File: config.mk
export PLATFORM = sky130hd
export DESIGN_NAME = pl_elastic_stage
export DESIGN_NICKNAME = d
export VERILOG_FILES = /design/src/rtl/pl_elastic_stage.sv
export SDC_FILE = /design/constraint.sdc
export NUM_CORES = 1
export LEC_CHECK = 0
export CORE_MARGIN = 2
export CORE_UTILIZATION = 50
export DETAILED_ROUTE_END_ITERATION = 10
export GPL_TIMING_DRIVEN = 1
export PLACE_DENSITY_LB_ADDON = 0.08
export SLEW_MARGIN = 15
export SYNTH_ARGS = -nofsm -noshare
export SYNTH_HDL_FRONTEND = slang
export SYNTH_SLANG_ARGS = --single-unit
File: constraint.sdc
create_clock -name CLK -period 4.1 [get_ports CLK]
set_clock_uncertainty 0.05 [all_clocks]
set_input_delay 0.82 -clock CLK [delete_from_list [all_inputs] [get_ports CLK]]
set_output_delay 0.82 -clock CLK [all_outputs]
set_load 0.02 [all_outputs]
File: src/rtl/pl_elastic_stage.sv
// Elastic pipeline register: valid/ready handshake with a 2-entry skid buffer.
// Only the control field is scrubbed on flush; a saturating counter tracks stalls.
module pl_elastic_stage #(
  parameter int DATA_W = 96,
  parameter int CTRL_W = 8,
  parameter int CNT_W  = 16
) (
  input  logic              CLK,
  input  logic              nRST,
  input  logic              flush,
  input  logic              in_valid,
  output logic              in_ready,
  input  logic [DATA_W-1:0] in_data,
  input  logic [CTRL_W-1:0] in_ctrl,
  output logic              out_valid,
  input  logic              out_ready,
  output logic [DATA_W-1:0] out_data,
  output logic [CTRL_W-1:0] out_ctrl,
  output logic [1:0]        occupancy,
  output logic [CNT_W-1:0]  stall_cnt,
  input  logic              stall_clr
);

  // state | meaning
  // EMPTY | no entry held, out_ctrl reads 0
  // ONE   | head (main) valid
  // TWO   | head and skid valid, skid is the younger entry
  typedef enum logic [1:0] {
    EMPTY = 2'd0,
    ONE   = 2'd1,
    TWO   = 2'd2
  } state_t;

  state_t              state_q, state_d;
  logic [DATA_W-1:0]   main_data_q, main_data_d;
  logic [CTRL_W-1:0]   main_ctrl_q, main_ctrl_d;
  logic [DATA_W-1:0]   skid_data_q, skid_data_d;
  logic [CTRL_W-1:0]   skid_ctrl_q, skid_ctrl_d;
  logic [CNT_W-1:0]    stall_cnt_q, stall_cnt_d;
  logic                accept;
  logic                pop;

  assign in_ready  = (state_q != TWO);
  assign out_valid = (state_q != EMPTY);
  assign out_data  = main_data_q;
  assign out_ctrl  = main_ctrl_q;
  assign occupancy = state_q;
  assign stall_cnt = stall_cnt_q;

  assign accept = in_valid & in_ready;
  assign pop    = out_valid & out_ready;

  always_comb begin
    state_d     = state_q;
    main_data_d = main_data_q;
    main_ctrl_d = main_ctrl_q;
    skid_data_d = skid_data_q;
    skid_ctrl_d = skid_ctrl_q;

    if (flush) begin
      state_d     = EMPTY;
      main_ctrl_d = '0;
      skid_ctrl_d = '0;
    end else begin
      unique case (state_q)
        EMPTY: begin
          if (accept) begin
            state_d     = ONE;
            main_data_d = in_data;
            main_ctrl_d = in_ctrl;
          end
        end
        ONE: begin
          if (accept && pop) begin
            main_data_d = in_data;
            main_ctrl_d = in_ctrl;
          end else if (accept) begin
            state_d     = TWO;
            skid_data_d = in_data;
            skid_ctrl_d = in_ctrl;
          end else if (pop) begin
            state_d     = EMPTY;
            main_ctrl_d = '0;
          end
        end
        TWO: begin
          if (pop) begin
            state_d     = ONE;
            main_data_d = skid_data_q;
            main_ctrl_d = skid_ctrl_q;
            skid_ctrl_d = '0;
          end
        end
        default: begin
          state_d     = EMPTY;
          main_ctrl_d = '0;
          skid_ctrl_d = '0;
        end
      endcase
    end
  end

  // Clear wins over increment; a flush cycle is not counted as a stall.
  always_comb begin
    stall_cnt_d = stall_cnt_q;
    if (stall_clr) begin
      stall_cnt_d = '0;
    end else if (out_valid && !out_ready && !flush && (stall_cnt_q != {CNT_W{1'b1}})) begin
      stall_cnt_d = stall_cnt_q + {{(CNT_W-1){1'b0}}, 1'b1};
    end
  end

  always_ff @(posedge CLK or negedge nRST) begin
    if (!nRST) begin
      state_q     <= EMPTY;
      main_data_q <= '0;
      main_ctrl_q <= '0;
      skid_data_q <= '0;
      skid_ctrl_q <= '0;
      stall_cnt_q <= '0;
    end else begin
      state_q     <= state_d;
      main_data_q <= main_data_d;
      main_ctrl_q <= main_ctrl_d;
      skid_data_q <= skid_data_d;
      skid_ctrl_q <= skid_ctrl_d;
      stall_cnt_q <= stall_cnt_d;
    end
  end

endmodule

==> insert_results.sql, run 1 <==
INSERT INTO impl_metrics (metric_group, metric, value, unit) VALUES
('clocking', 'post_cts_buffers', '0', ''),
('clocking', 'num_cts_buffers', '25', ''),
('sta', 'final-setup-viol-count', '0', ''),
('routing', 'drt-pass1-iter-count', '4', ''),
('clocking', 'cts_tree', 'yes', ''),
('logic_synthesis', 'synthDominantAreaCellType', 'sky130_fd_sc_hd__dfrtp_1', ''),
('sta', 'slew_headroom', '0.388', ''),
('floorplanning', 'floorplan.core_area', '0.0202', 'mm²'),
('floorplanning', 'floorplan_die_height', '148', 'µm'),
('logic_synthesis', 'synthDominantCellAreaShare', '0.548', ''),
('pwr', 'power_frac_clock', '0.338', ''),
('grt', 'overflow', '0', ''),
('logic_synthesis', 'syn_nets', '1002', ''),
('setup_path', 'cpPeakStageDelay', '0.57', 'ns'),
('sta', 'timing.fmax', '345', 'MHz'),
('finish', 'final_util', '0.677', ''),
('run_status', 'status', 'finished clean', ''),
('logic_synthesis', 'synth-edff-count', '0', ''),
('finish', 'drive_above_1_share', '0.193', ''),
('clocking', 'clk_latency', '0.51', 'ns'),
('setup_path', 'timing.critical_path.depth', '2', ''),
('sta', 'setup-tns-final', '0', 'ns'),
('pwr', 'leakage', '6.23', 'nW'),
('floorplanning', 'rows', '52', ''),
('routing', 'met2_wirelength', '10700', 'µm'),
('floorplanning', 'floorplan.die_area', '0.0218', 'mm²'),
('placement', 'post_place_cell_area', '0.0128', 'mm²'),
('routing', 'routed_wl', '23100', 'µm'),
('flow_run', 'maxCapViolations', '0', ''),
('pwr', 'p_sw', '1.79', 'mW'),
('setup_path', 'highest_net_fanout_along_the_worst_path', '10', ''),
('setup_path', 'data_arrival_time_at_the_worst_slack_endpoint', '2.03', 'ns'),
('hold_path', 'min_path_type', 'input pin to asynchronous set/reset pin', ''),
('sta', 'timing_worst_slew_pin_value', '0.915', 'ns'),
('setup_path', 'timing.critical_path.from_type', 'register', ''),
('clocking', 'post_cts_hold_buffer_count', '0', ''),
('logic_synthesis', 'synthTopCellsByCount', 'sky130_fd_sc_hd__nand2_1 (296), sky130_fd_sc_hd__dfrtp_1 (226), sky130_fd_sc_hd__mux2_2 (111)', ''),
('clocking', 'cts.path.max_buffers', '3', ''),
('pwr', 'sequentialPowerShare', '0.434', ''),
('pwr', 'share_comb_of_total_power', '0.228', ''),
('finish', 'fin_area', '0.0137', 'mm²'),
('floorplanning', 'die_w', '148', 'µm'),
('logic_synthesis', 'yosys.cell_types.count', '46', ''),
('clocking', 'clk_pin_slew', '0.06', 'ns'),
('sta', 'timing_hold_violations_final', '0', ''),
('placement', 'pre_cts_slack', '0.957', 'ns'),
('routing', 'routed_wire_length_per_instance', '16.5', 'µm'),
('placement', 'gp_routability_congestion', '0.737', ''),
('logic_synthesis', 'synth_warn', '0', ''),
('pwr', 'powerDensity', '497', 'mW/mm²'),
('setup_path', 'r2r-start', 'occupancy[1]', ''),
('logic_synthesis', 'ff_latch_count_synth', '226', ''),
('grt', 'largest_net_degree_at_the_start_of_global_routing', '94', ''),
('routing', 'number_of_vias_per_cell_after_detailed_routing', '5.12', ''),
('setup_path', 'timing.critical_path.buf_inv', '1', ''),
('finish', 'syn_to_final_growth', '32.7', '%'),
('sta', 'rsz_0062_raised_after_global_routing', 'false', ''),
('sta', 'smallest_hold_slack', '0.282', 'ns'),
('clocking', 'cts-resized-gates', '0', ''),
('placement', 'hpwl', '15000', 'µm'),
('logic_synthesis', 'synthesis.area_per_instance', '11.6', 'µm²'),
('floorplanning', 'initial_utilization', '0.510', ''),
('sta', 'final_critical_path_setup_slack', '1.20', 'ns'),
('setup_path', 'worstRegToRegCells', '6', ''),
('sta', 'final_period_minus_worst_setup_slack', '2.90', 'ns'),
('routing', 'top_layer_used', 'met4', ''),
('floorplanning', 'io_pins', '234', ''),
('routing', 'dr_total_vias', '7161', ''),
('grt', 'first_pass_grt_wire_length', '38700', 'µm'),
('routing', 'initialDrtViolationCount', '266', ''),
('logic_synthesis', 'synth_area', '0.0103', 'mm²');
[layout by cell type (no fill, tap or decap), types with 5 or more instances in the layout]
cell                                n
sky130_fd_sc_hd__nor2_1            15
sky130_fd_sc_hd__clkdlybuf4s50_1  232
sky130_fd_sc_hd__nor2b_1           11
sky130_fd_sc_hd__mux2_1            52
sky130_fd_sc_hd__mux2_4            40
sky130_fd_sc_hd__nor4_1             7
sky130_fd_sc_hd__a21oi_1            6
sky130_fd_sc_hd__nand2b_1           5
sky130_fd_sc_hd__buf_12             6
sky130_fd_sc_hd__a22o_1            23
sky130_fd_sc_hd__dfrtp_1          226
sky130_fd_sc_hd__clkbuf_16         25
sky130_fd_sc_hd__nand2_1          296
sky130_fd_sc_hd__clkinv_2           5
sky130_fd_sc_hd__clkbuf_8           7
sky130_fd_sc_hd__mux2_2           111
sky130_fd_sc_hd__buf_4              7
[sequential cells by signal, indices dropped and copies added, names as in the netlist]
signal       flops
stall_cnt       16
occupancy        2
out_data        96
out_ctrl         8
skid_ctrl_q      8
skid_data_q     96
[cells by family (layout without fill, tap and decap cells)]
family	count (synthesis)	in the layout	share of synthesized area
AOI/OAI and AO/OA	43	43	0.0328
DFF	226	226	0.548
buffers and inverters	56	292	0.0343
xor gates and xnor gates	1	1	0.000848
and+or+nand+nor	359	359	0.145
muxes	205	205	0.238
other	0	1	0
adders and majority gates	1	1	0.00121
[worst register-to-register path, delay by kind of cell, from the launching register on]
family | cells | cell delay [ns]
and+or+nand+nor | 1 | 0.23
buffers and inverters | 2 | 0.81
AOI/OAI and AO/OA | 2 | 0.40
muxes | 1 | 0.45
DFF | 1 | 0.52
[cell type report]
type | count | area [µm²]
clock inverter | 9 | 124
tap | 270 | 338
timing repair buffer | 246 | 2510
multi-input combinational | 609 | 4330
sequential | 226 | 5660
fill | 1514 | 6530
clock buffer | 34 | 729
inverter | 3 | 11.3
antenna | 1 | 2.50
[power groups by stage]
stage | clock network (mW) | registers [mW] | logic [mW]
final | 2.30 | 2.95 | 1.55
after global routing | 2.45 | 3.02 | 1.67
after CTS | 2.36 | 2.96 | 1.57
after detailed placement | 0 | 2.99 | 1.57
after global placement | 0 | 2.97 | 1.54
after floorplan | 0 | 3.20 | 0.616
[how the worst max path moves through the flow]
stage	from	endpoint
after floorplan	flush	skid_data_q[43]
after global placement	flush	skid_data_q[41]
after detailed placement	flush	skid_data_q[34]
after CTS	occupancy[0]	out_valid
after global routing	occupancy[0]	out_valid
final	occupancy[0]	out_valid
[routing by layer]
layer,track usage,vias to the layer above
met5,0,-
met4,0.0596,0
met3,0.0728,37
met2,0.354,180
met1,0.280,3493
li1,-,3451
Power figures use the tool's default switching activity.
==> run 2, diff against run 1 <==
--- a/config.mk
+++ b/config.mk
@@ -6,7 +6,7 @@
 export NUM_CORES = 1
 export LEC_CHECK = 0
 export CORE_MARGIN = 2
-export CORE_UTILIZATION = 50
+export CORE_UTILIZATION = 46
 export DETAILED_ROUTE_END_ITERATION = 10
 export GPL_TIMING_DRIVEN = 1
 export PLACE_DENSITY_LB_ADDON = 0.08
==> constraint.sdc (replaced) <==
create_clock -name CLK -period 2.5 [get_ports CLK]
set_clock_uncertainty 0.05 [all_clocks]
set_input_delay 0.5 -clock CLK [delete_from_list [all_inputs] [get_ports CLK]]
set_output_delay 0.5 -clock CLK [all_outputs]
set_load 0.02 [all_outputs]
==> insert_results.sql, run 2 (synthesis gave the netlist of run 1 again) <==
INSERT INTO impl_metrics (metric_group, metric, value, unit) VALUES
('sta', 'post-route-period-util', '0.904', ''),
('floorplanning', 'die_w', '154', 'µm'),
('finish', 'nets', '1242', ''),
('setup_path', 'worst-r2r-setup-slack', '0.54', 'ns'),
('routing', 'drt-pass1-iter-count', '4', ''),
('clocking', 'clk_latency', '0.51', 'ns'),
('setup_path', 'r2r-start', 'stall_cnt[4]', ''),
('floorplanning', 'floorplan.die_area', '0.0237', 'mm²'),
('clocking', 'cts.path.max_buffers', '3', ''),
('finish', 'fin_area', '0.0140', 'mm²'),
('run_status', 'status', 'finished clean', ''),
('routing', 'initialDrtViolationCount', '304', ''),
('setup_path', 'cp.required', '1.95', 'ns'),
('sta', 'finalMaxSlewViolations', '0', ''),
('routing', 'final_antenna_net_count', '0', ''),
('finish', 'count_of_placed_standard_cells_in_the_final_layout_fillers_left_out', '1428', ''),
('sta', 'slew_headroom', '0.484', ''),
('setup_path', 'timing.critical_path.buf_inv', '1', ''),
('setup_path', 'crit_path_cell_trace', 'clkdlybuf4s50_1', ''),
('routing', 'number_of_vias_per_cell_after_detailed_routing', '5.07', ''),
('setup_path', 'worst_path_max_delay_cell', 'sky130_fd_sc_hd__clkdlybuf4s50_1', ''),
('setup_path', 'crit-reg2reg-capture', 'stall_cnt[9]', ''),
('sta', 'final-setup-viol-count', '0', ''),
('finish', 'syn_to_final_growth', '35.4', '%'),
('sta', 'final_critical_path_setup_slack', '0.240', 'ns'),
('floorplanning', 'floorplan.core_area', '0.0220', 'mm²'),
('grt', 'gr-usage-all-layers', '0.207', ''),
('setup_path', 'highest_net_fanout_along_the_worst_path', '10', ''),
('placement', 'gp_routability_congestion', '0.742', ''),
('routing', 'routed_wire_length_per_instance', '17.2', 'µm'),
('floorplanning', 'io_pins', '234', ''),
('routing', 'routed_wl', '24500', 'µm'),
('hold_path', 'min_path_type', 'input pin to asynchronous set/reset pin', ''),
('finish', 'mostFrequentLayoutCells', 'sky130_fd_sc_hd__nand2_1 (296), sky130_fd_sc_hd__clkdlybuf4s50_1 (230), sky130_fd_sc_hd__dfrtp_1 (224)', ''),
('setup_path', 'worstRegToRegCells', '4', ''),
('clocking', 'htree_levels', '1', ''),
('sta', 'setup-tns-final', '0', 'ns'),
('clocking', 'num_cts_buffers', '26', ''),
('sta', 'timing.fmax', '442', 'MHz'),
('grt', 'antenna_found_initial', '1', ''),
('grt', 'first_global_vias', '7383', ''),
('grt', 'met3_usage', '0.0471', ''),
('routing', 'remaining_drc_errors', '0', ''),
('clocking', 'cts_tree', 'yes', ''),
('pwr', 'leakage', '6.38', 'nW'),
('placement', 'buffer_ports.inserted', '233', ''),
('grt', 'largest_net_degree_at_the_start_of_global_routing', '97', ''),
('placement', 'place.detailed.instances', '1382', ''),
('setup_path', 'cp_capture_type', 'primary output', ''),
('pwr', 'worst_ir_drop_vdd', '539', 'µV'),
('pwr', 'p_total', '11.4', 'mW'),
('pwr', 'powerDensity', '812', 'mW/mm²'),
('finish', 'n_antenna_cell', '0', ''),
('routing', 'dr_total_vias', '7236', ''),
('sta', 'final_period_minus_worst_setup_slack', '2.26', 'ns'),
('placement', 'post_place_cell_area', '0.0131', 'mm²'),
('finish', 'final_common_cell', 'sky130_fd_sc_hd__nand2_1', ''),
('grt', 'grtUsageMet1', '0.295', ''),
('grt', 'first_pass_grt_wire_length', '39600', 'µm'),
('setup_path', 'data_arrival_time_at_the_worst_slack_endpoint', '1.71', 'ns'),
('grt', 'global_route.peak_usage_layer', 'met2', ''),
('sta', 'timing_worst_slew_pin_value', '0.774', 'ns'),
('floorplanning', 'rows', '54', ''),
('grt', 'groute.layer.met2.usage', '0.323', ''),
('floorplanning', 'initial_utilization', '0.470', ''),
('setup_path', 'timing.critical_path.from_type', 'register', ''),
('sta', 'timing_hold_violations_final', '0', ''),
('setup_path', 'cp_top_family', 'buffers and inverters', ''),
('clocking', 'clk_root_buffer_cell', 'sky130_fd_sc_hd__clkbuf_16', ''),
('flow_run', 'maxCapViolations', '0', ''),
('setup_path', 'cpPeakStageDelay', '0.69', 'ns'),
('placement', 'pre_cts_slack', '0.0890', 'ns'),
('clocking', 'clk_pin_slew', '0.06', 'ns'),
('placement', 'hpwl', '15900', 'µm'),
('floorplanning', 'floorplan_die_height', '154', 'µm'),
('setup_path', 'critPathKind', 'register to primary output', ''),
('finish', 'drive_above_1_share', '0.208', ''),
('sta', 'rsz_0062_raised_after_global_routing', 'false', ''),
('clocking', 'cts_num_sinks', '226', ''),
('grt', 'overflow', '0', ''),
('clocking', 'post_cts_buffers', '0', '');
run 2: changes by cell type in the layout (fill, tap and decap cells not counted), moves of 2 or more:
cell                              previous run  this run
sky130_fd_sc_hd__clkdlybuf4s50_1           232       230
sky130_fd_sc_hd__clkinvlp_4                  0         2
sky130_fd_sc_hd__dlymetal6s2s_1              0         2
sky130_fd_sc_hd__dfrtp_2                     0         2
sky130_fd_sc_hd__dfrtp_1                   226       224
sky130_fd_sc_hd__clkbuf_16                  25        27
sky130_fd_sc_hd__buf_12                      6        12
sky130_fd_sc_hd__buf_4                       7        19
run 2: timing repair:
action | CTS | global route
endpoints found under the hold margin | 47 | 0
hold buffers | 1 | 0
gates resized for setup | 3 | 2
setup endpoints to repair | 2 | 2
run 2: how the worst max path moves through the flow:
stage | from | endpoint | slack, ns | cells after the start
finish | occupancy[0] | occupancy[0] | 0.24 | 1
global route | occupancy[0] | occupancy[0] | 0.21 | 1
CTS | occupancy[0] | out_valid | 0.02 | 2
detailed placement | in_valid | out_data[85] | 0.09 | 8
global placement | in_valid | out_data[86] | 0.1 | 8
floorplan | occupancy[1] | out_data[0] | 0.56 | 8
run 2: power breakdown:
part / total (mW) / internal (mW) / switching [mW]
Sequential: 4.87 / 4.44 / 0.427
Combinational: 2.58 / 1.48 / 1.10
Clock: 3.91 / 2.44 / 1.47
run 2: stage by stage:
step / util / hold slack [ns]
floorplan: - / 0.154
global placement: 0.595 / 0.411
detailed placement: 0.595 / 0.412
CTS: 0.637 / 0.438
global route: 0.637 / 0.451
finish: 0.637 / 0.432
run 2: layout make-up:
cell class,instances,area (µm²)
clock buffers,35,766
fillers,1742,7970
multi-input cells,609,4330
inverters,3,12.5
clock inverters,10,130
repair buffers,265,2740
flip-flops and latches,226,5660
well taps,280,350
run 2: routing by layer:
| layer | wire length (µm) | part of all wire |
|---|---|---|
| met1 | 11600 | 0.47 |
| met2 | 10900 | 0.44 |
| met3 | 1480 | 0.060 |
| met4 | 494 | 0.020 |
| met5 | 12 | 0.00049 |
==> run 3, diff against run 2 <==
--- a/config.mk
+++ b/config.mk
@@ -7,6 +7,7 @@
 export LEC_CHECK = 0
 export CORE_MARGIN = 2
 export CORE_UTILIZATION = 46
+export CTS_CLUSTER_SIZE = 30
 export DETAILED_ROUTE_END_ITERATION = 10
 export GPL_TIMING_DRIVEN = 1
 export PLACE_DENSITY_LB_ADDON = 0.08
==> results of run 3 <==
No change in the layout: final DEF, timing and power equal those of run 2.
